<file path="config.mk">
export PLATFORM = sky130hd
export DESIGN_NAME = param_bank_adjuster
export DESIGN_NICKNAME = d
export VERILOG_FILES = /design/src/rtl/param_bank_adjuster.sv
export SDC_FILE = /design/constraint.sdc
export NUM_CORES = 1
export LEC_CHECK = 0
export CAP_MARGIN = 15
export CORE_MARGIN = 4
export CORE_UTILIZATION = 50
export CTS_CLUSTER_DIAMETER = 100
export DETAILED_ROUTE_END_ITERATION = 6
export PLACE_DENSITY = 0.74
export SYNTH_ARGS = -nofsm -noshare
export SYNTH_HDL_FRONTEND = slang
export SYNTH_SLANG_ARGS = --single-unit
</file>
<file path="constraint.sdc">
create_clock -name clk -period 4.6 [get_ports clk]
set_input_delay 1.38 -clock clk [delete_from_list [all_inputs] [get_ports clk]]
set_output_delay 1.38 -clock clk [all_outputs]
set_load 0.005 [all_outputs]
</file>
<file path="src/rtl/param_bank_adjuster.sv">
// Bank of NUM_PARAMS editable settings; L/R keys step the setting chosen by current_mode,
// with hold-to-repeat, acceleration, clamp-or-wrap bounds and restore-default.
module param_bank_adjuster #(
    parameter int NUM_PARAMS    = 8,
    parameter int WIDTH         = 8,
    parameter int MIN_VAL       = 0,
    parameter int MAX_VAL       = 99,
    parameter int DEFAULT_VAL   = 50,
    parameter int WRAP          = 0,
    parameter int HOLD_DELAY    = 25_000_000,
    parameter int REPEAT_PERIOD = 5_000_000,
    parameter int FAST_AFTER    = 8,
    parameter int FAST_STEP     = 5,
    localparam int MW = (NUM_PARAMS > 1) ? $clog2(NUM_PARAMS) : 1
) (
    input  logic                        clk,
    input  logic                        rst_n,
    input  logic                        L_pulse,
    input  logic                        R_pulse,
    input  logic                        L_level,
    input  logic                        R_level,
    input  logic                        def_req,
    input  logic [MW-1:0]               current_mode,
    output logic [NUM_PARAMS*WIDTH-1:0] param_bus,
    output logic [WIDTH-1:0]            sel_value,
    output logic                        changed,
    output logic                        at_min,
    output logic                        at_max
);
    localparam int MAXC = (HOLD_DELAY > REPEAT_PERIOD) ? HOLD_DELAY : REPEAT_PERIOD;
    localparam int CW   = (MAXC > 1) ? $clog2(MAXC) : 1;
    localparam int RW   = (FAST_AFTER > 0) ? $clog2(FAST_AFTER + 1) : 1;
    localparam logic [CW-1:0]  HOLD_LAST = CW'(HOLD_DELAY - 1);
    localparam logic [CW-1:0]  PER_LAST  = CW'(REPEAT_PERIOD - 1);
    localparam logic [WIDTH:0] LIM_MIN   = (WIDTH+1)'(MIN_VAL);
    localparam logic [WIDTH:0] LIM_MAX   = (WIDTH+1)'(MAX_VAL);

    typedef enum logic [1:0] {IDLE, HOLD, REPEAT, FAST} state_t;

    logic [WIDTH-1:0] bank_q [NUM_PARAMS];
    state_t           state_q, state_d;
    logic             dir_q, dir_d;        // 1 = increment (R), 0 = decrement (L)
    logic [CW-1:0]    cnt_q, cnt_d;
    logic [RW-1:0]    rep_q, rep_d;
    logic [MW-1:0]    mode_q;
    logic             changed_q;

    logic             mode_valid, do_step, step_up, abort, wr_en;
    logic [WIDTH-1:0] step_amt, new_val;

    // A step that would cross a bound saturates, or (WRAP) jumps to the opposite bound.
    function automatic logic [WIDTH-1:0] apply_step(input logic [WIDTH-1:0] v,
                                                    input logic up,
                                                    input logic [WIDTH-1:0] st);
        logic [WIDTH:0] s;
        if (up) begin
            s = {1'b0, v} + {1'b0, st};
            if (s > LIM_MAX) s = (WRAP != 0) ? LIM_MIN : LIM_MAX;
        end else begin
            if ({1'b0, v} < ({1'b0, st} + LIM_MIN)) s = (WRAP != 0) ? LIM_MAX : LIM_MIN;
            else                                    s = {1'b0, v} - {1'b0, st};
        end
        return s[WIDTH-1:0];
    endfunction

    assign mode_valid = int'(current_mode) < NUM_PARAMS;

    always_comb begin
        sel_value = '0;
        if (mode_valid) sel_value = bank_q[current_mode];
    end

    assign at_min  = ({1'b0, sel_value} == LIM_MIN);
    assign at_max  = ({1'b0, sel_value} == LIM_MAX);
    assign changed = changed_q;

    for (genvar i = 0; i < NUM_PARAMS; i++) begin : g_bus
        assign param_bus[i*WIDTH +: WIDTH] = bank_q[i];
    end

    always_comb begin
        state_d  = state_q;
        dir_d    = dir_q;
        cnt_d    = cnt_q;
        rep_d    = rep_q;
        do_step  = 1'b0;
        step_up  = dir_q;
        step_amt = WIDTH'(1);
        abort    = !(dir_q ? R_level : L_level) || (dir_q ? L_level : R_level) ||
                   (current_mode != mode_q) || def_req || (L_pulse && R_pulse);
        case (state_q)
            IDLE: begin
                if ((L_pulse ^ R_pulse) && !def_req) begin
                    do_step = 1'b1;
                    step_up = R_pulse;
                    dir_d   = R_pulse;
                    cnt_d   = '0;
                    state_d = HOLD;
                end
            end
            HOLD: begin
                if (abort) begin
                    state_d = IDLE;
                    cnt_d   = '0;
                end else if (cnt_q == HOLD_LAST) begin
                    // the step ending the hold delay counts as the first of FAST_AFTER repeat steps
                    do_step = 1'b1;
                    cnt_d   = '0;
                    rep_d   = '0;
                    state_d = (FAST_AFTER <= 1) ? FAST : REPEAT;
                end else begin
                    cnt_d = cnt_q + 1'b1;
                end
            end
            REPEAT: begin
                if (abort) begin
                    state_d = IDLE;
                    cnt_d   = '0;
                end else if (cnt_q == PER_LAST) begin
                    do_step = 1'b1;
                    cnt_d   = '0;
                    rep_d   = rep_q + 1'b1;
                    if (int'(rep_q) + 1 >= FAST_AFTER - 1) state_d = FAST;
                end else begin
                    cnt_d = cnt_q + 1'b1;
                end
            end
            FAST: begin
                if (abort) begin
                    state_d = IDLE;
                    cnt_d   = '0;
                end else if (cnt_q == PER_LAST) begin
                    do_step  = 1'b1;
                    step_amt = WIDTH'(FAST_STEP);
                    cnt_d    = '0;
                end else begin
                    cnt_d = cnt_q + 1'b1;
                end
            end
            default: state_d = IDLE;
        endcase
    end

    always_comb begin
        wr_en   = mode_valid && (def_req || do_step);
        new_val = def_req ? WIDTH'(DEFAULT_VAL) : apply_step(sel_value, step_up, step_amt);
    end

    always_ff @(posedge clk or negedge rst_n) begin
        if (!rst_n) begin
            for (int i = 0; i < NUM_PARAMS; i++) bank_q[i] <= WIDTH'(DEFAULT_VAL);
            state_q   <= IDLE;
            dir_q     <= 1'b0;
            cnt_q     <= '0;
            rep_q     <= '0;
            mode_q    <= '0;
            changed_q <= 1'b0;
        end else begin
            if (wr_en) bank_q[current_mode] <= new_val;
            state_q   <= state_d;
            dir_q     <= dir_d;
            cnt_q     <= cnt_d;
            rep_q     <= rep_d;
            mode_q    <= current_mode;
            changed_q <= wr_en && (new_val != sel_value);
        end
    end
endmodule

</file>
== Word level (Yosys, flattened, before mapping) ==
Cells that the tools add are included.

* Add/subtract/negate cells: 5
* Magnitude comparators: 5
* Eq/ne operators: 17
* Mux-type cells: 42
* Bitwise gates (word level): 2
* Reduce and logical (&&, ||, !) cells: 17

{| class="wikitable"
|+ Operators with widths
! operator !! count
|-
| 2-to-1 mux 25 bit || 5
|-
| one-hot mux 25 bit (3 select lines) || 1
|-
| bitwise mux 64 bit || 1
|-
| 2-to-1 mux 8 bit || 7
|-
| adder 25 x 1 -> 25 bit, second input constant || 1
|-
| == test 25 x 23 -> 1 bit, second input constant || 1
|-
| == test 25 bit, second input constant || 1
|-
| binary-select mux 8 bit (select 3 bit) || 1
|-
| demux 8 bit (select 3 bit) || 1
|-
| 2-to-1 mux 4 bit || 4
|-
| 2-to-1 mux 2 bit || 7
|-
| != test 2 bit, second input constant || 6
|-
| AND reduction 5 bit || 2
|-
| adder 8 x 3 -> 9 bit || 1
|-
| > comparator 9 x 7 -> 1 bit, second input constant || 1
|-
| 2-to-1 mux 1 bit || 9
|-
| 2-to-1 mux 3 bit || 3
|-
| != test 3 bit, second input constant || 3
|-
| == test 8 x 7 -> 1 bit, second input constant || 1
|-
| zero test 8 bit || 1
|-
| < comparator 8 bit || 1
|-
| != test 8 bit || 1
|-
| one-hot mux 2 bit (4 select lines) || 1
|-
| one-hot mux 4 bit (2 select lines) || 1
|-
| other kinds (18) || 27
|}

* Flip-flop bits (word level): 100
* Bits of input ports: 10
* Output and inout port bits: 75
* Word-level logic and storage cells: 102

== Logic depth before layout (Yosys ltp) ==
* Depth in word-level cells: 15
* Gate-level depth with buffers: 19
* Depth with buffers taken out: 17

== Least setup slack after synthesis ==
Ideal clock, no wire load.

* Path type: input to register
* Start point: input port current_mode[1]
* End point: register changed_q (netlist: changed)
* Setup time: 148 ps
* Data arrival time: 5477 ps
* Required time: 4452 ps
* Setup slack: -1024 ps
* Cell stages on the path: 18
* Buffers on the path: 5
* Path through: buf_6 -> buf_6 -> buf_8 -> clkbuf_1 -> xor2_1 -> nor4_1 -> nor2b_1 -> nand2_1 -> ha_1 -> clkbuf_1 -> or3_1 -> nor4_1 -> o2111a_1 -> a21oi_1 -> a221o_1 -> a221o_1 -> a2111oi_2 -> a41oi_1

* Word-level cells in the longest chain between the ends: 13
* Elaborated cells between the ends (all ways): 24
* Classes of those cells: 2 x add/sub; 2 x order compare; 2 x eq/ne; 12 x mux; 1 x bitwise; 5 x reduce/logical

{| class="wikitable"
|+ RTL lines
! item !! RTL line !! source
|-
| from (decl) || 23 || <nowiki>input logic [MW-1:0] current_mode,</nowiki>
|-
| != test 3 bit || 90 || <nowiki>(current_mode != mode_q) || def_req || (L_pulse && R_pulse);</nowiki>
|-
| logical OR 1 bit || 89 || <nowiki>abort = !(dir_q ? R_level : L_level) || (dir_q ? L_level : R_level) ||</nowiki>
|-
| logical OR 1 bit (2 in a row) || 90 ||
|-
| 2-to-1 mux 3 bit || 129 || <nowiki>if (abort) begin</nowiki>
|-
| 2-to-1 mux 3 bit || 91 || <nowiki>case (state_q)</nowiki>
|-
| adder 8 x 3 -> 9 bit || 57 || <nowiki>s = {1'b0, v} + {1'b0, st};</nowiki>
|-
| > comparator 9 x 7 -> 1 bit || 58 || <nowiki>if (s > LIM_MAX) s = (WRAP != 0) ? LIM_MIN : LIM_MAX;</nowiki>
|-
| 2-to-1 mux 8 bit || 58 ||
|-
| 2-to-1 mux 8 bit || 56 || <nowiki>if (up) begin</nowiki>
|-
| 2-to-1 mux 8 bit || 146 || <nowiki>new_val = def_req ? WIDTH'(DEFAULT_VAL) : apply_step(sel_value, step_up, step_amt);</nowiki>
|-
| != test 8 bit || 165 || <nowiki>changed_q <= wr_en && (new_val != sel_value);</nowiki>
|-
| logical AND 1 bit * || 165 ||
|-
| to (signal assigned) || 165 ||
|-
| to (decl) || 46 || <nowiki>logic changed_q;</nowiki>
|}

Mark *: on every way between the ends. The rest lies on a longest branch, timed or not. The select of a mux whose other input is x is not followed.
A chain may end at the register's enable or synchronous reset.

== Worst setup path in the final report ==
* Start point: input port current_mode[0]
* End point: register changed_q (netlist: changed)

The elaborated chain is that of the path after synthesis.

==> flow_summary.yaml <==
sta:
  setup_tns_ps: -1537
  period_share_pct: 102.3
  finalClockSkew_ps: 6.933
  hold_viol: 0
  grt_setup_unrepaired: "yes"
  fmax_ghz: 0.2124
  slew_viol_final: 0
  hold_ws_ps: 521.2
  setup_slack_ps: -108.0
  slew_headroom_pct: 53.07
  min_period_ps: 4708
  setup_viol: 18
  worstMarginPinSlew_ps: 704.0
yosys:
  yosysUniqueCellTypes: 88
  yosys-top-cells-area: "dfrtp_1 31%, mux2_2 11%, dfstp_2 10%, o21ai_0 3.4%, nand2_1 2.5%"
  yosysWarnings: 0
  synth.cell_area_um2: 6210
  ys_ff_latch: 100
  synth_nets: 618
  synthFlopType: "dfrtp_1"
  ys_seq_area_share_pct: 40.78
  synth_area_leader_cell: "dfrtp_1"
  synth_edf_count: 0
  synth_top_area_share_pct: 30.63
  synth.avg_cell_area_um2: 10.38
  synth_cells: 598
  async_reset_ff_share_pct: 100.0
cells_and_area:
  final_area_um2: 8920
  area_delta_synth_final_pct: 43.64
  drive_above_1_share_pct: 40.80
  nFillCells: 838
  final_cells: 972
  multi_input_area_um2: 3780
  layout_commonest_cell: "buf_4"
  utilization_pct: 73.95
  final_cell_mix: "118 x buf_4, 76 x dfrtp_1, 68 x clkdlybuf4s50_1, 40 x o21ai_0"
  ff_latch_area_um2: 2532
  nNetsFinal: 819
  num_antenna_cells: 0
clock_network:
  tritoncts: "done"
  cts_inserted_buffers: 9
  clock_sinks: 100
  cts_max_level: 3
  clkLatencyLatePin_ps: 350
  cts_buffer_depth: 2
  cts-root-buf: "clkbuf_16"
  clkTransAtPathRegs_ps: 70
floorplanning:
  dieHeight_um: 119.4
  core_um2: 12060
  fp.dieArea_um2: 14270
  rows: 40
  io-pin-count: 85
  die_w_um: 119.4
  start_util_pct: 51.48
route:
  drt_iter0_drc: 529
  totalWireLength_mm: 20.32
  final_antenna_net_count: 0
  wl_per_cell_um: 20.91
  first_pass_iters: 5
  drc: 0
  viasPerCell: 6.006
  via_count: 5838
placed_design:
  hpwl_mm: 14.18
  io_buffers: 84
  place_area_um2: 8034
  dp_cells: 930
  place_ws_ps: -793.1
  gp_congestion: 0.9642
worst_setup_path:
  cp.required_ps: 4800
  crit_arrival_ps: 4910
  reg2reg_depth: 19
  endpoint_kind: "flip-flop"
  crit_type: "input port to flip-flop"
  worstPathMaxFanout: 5
  start_kind: "input port"
worst_hold_path:
  hold_class: "flip-flop to flip-flop"
  hold_depth: 1
status:
  outcome: "complete, but fails checks"
  failed_checks: "negative setup slack"
global_route:
  first_global_vias: 5725
  grtUsageTotal_pct: 28.49
  grt_pass1_wl_mm: 32.16
  grt_max_degree: 53
  antenna_found_initial: 0
  grt_remaining_overflow: 0
power_and_ir_drop:
  total_power_mw: 4.765
  p_int_mw: 3.004
  seq_power_share_pct: 30.3
  p_leak_nw: 3.929
  irDropWorstVdd_uv: 382.1
  power_frac_clock_pct: 15.7
  power_density_nw_per_um2: 534.3
  p_sw_mw: 1.762
  comb_power_share_pct: 54.1
  switching_share_pct: 36.97
run:
  maxCapViolCount: 0
[power by group through the flow]
stage	sequential (mW)	clock, mW	combinational [mW]
final	1.44	0.746	2.58
after global placement	1.43	0	2.26
after floorplan	1.39	0	1.11
after CTS	1.43	0.765	2.42
after detailed placement	1.44	0	2.29
after global routing	1.48	0.792	2.73
[worst max-delay path: stages]
cell       delay (ps)
buf_8             110
buf_16            120
buf_6             110
xor2_2            130
or3_4             340
nor4_4            160
nor2b_4           200
nand2_2            90
ha_4              290
buf_6             120
o41a_1            250
buf_4             170
nand2_2            50
a211o_1           300
a22oi_2           300
buf_4             180
nor2_1             40
a2111oi_2         370
a41oi_1           200
[repair_timing]
item / in CTS / in global routing
pin swaps: 19 / 22
endpoints found under the setup margin: 67 / 63
hold buffers: 0 / 0
gates cloned: 2 / 0
buffers inserted: 13 / 12
gates resized for setup: 66 / 47
[registers in the layout, summed over array words and instances (netlist names)]
name / cells
param_bus: 64
cnt_q: 25
rep_q: 4
mode_q: 3
state_q: 2
changed: 1
dir_q: 1
[cell usage after synthesis (10+ instances only)]
library cell	count
and3_1	15
clkbuf_1	14
mux2i_1	13
a21oi_1	15
dfrtp_1	76
nand3_1	23
dfstp_2	24
nand2b_1	10
mux2_2	58
o21ai_0	42
inv_1	19
nand2_1	42
ha_1	10
nor2_1	37
[per-layer routing]
layer,track usage [%],up-vias,share of wire (%)
met5,0,-,0
met4,7.802,0,2.1
met3,5.081,34,6.7
li1,-,2636,-
met1,40.71,2923,44
met2,44.77,245,47
[final cells by class]
cell class                      count  share of cell area, %
Clock buffer                       10                  2.567
Clock inverter                      6                 0.6453
Inverter                           23                  1.024
Multi-Input combinational cell    446                  42.38
Sequential cell                   100                  28.39
Tap cell                          168                  2.357
Timing Repair Buffer              219                  22.64
[path summary, 6_finish.rpt]
kind / slack, ps / end / startpoint
max in group asynchronous: 2610 / param_bus[49]$_DFFE_PN1P_ / rst_n
worst max register to register: 50 / changed$_DFF_PN0_ / cnt_q[1]$_DFFE_PN0P_
min in group asynchronous: 1050 / param_bus[48]$_DFFE_PN0P_ / rst_n
worst min-delay path: 520 / cnt_q[19]$_DFFE_PN0P_ / cnt_q[19]$_DFFE_PN0P_
worst max-delay path: -110 / changed$_DFF_PN0_ / current_mode[0]
worst min register to register: 520 / cnt_q[19]$_DFFE_PN0P_ / cnt_q[19]$_DFFE_PN0P_
[cell families after synthesis]
group	Yosys count	share of synthesized area (%)
mux	90	17.53
xor+xnor	13	1.834
simple gates	197	17.43
buf+inv	52	4.453
flops	100	40.78
fa+ha+maj	10	2.015
compound gates	136	15.96
(Power assumes the default switching activity.)
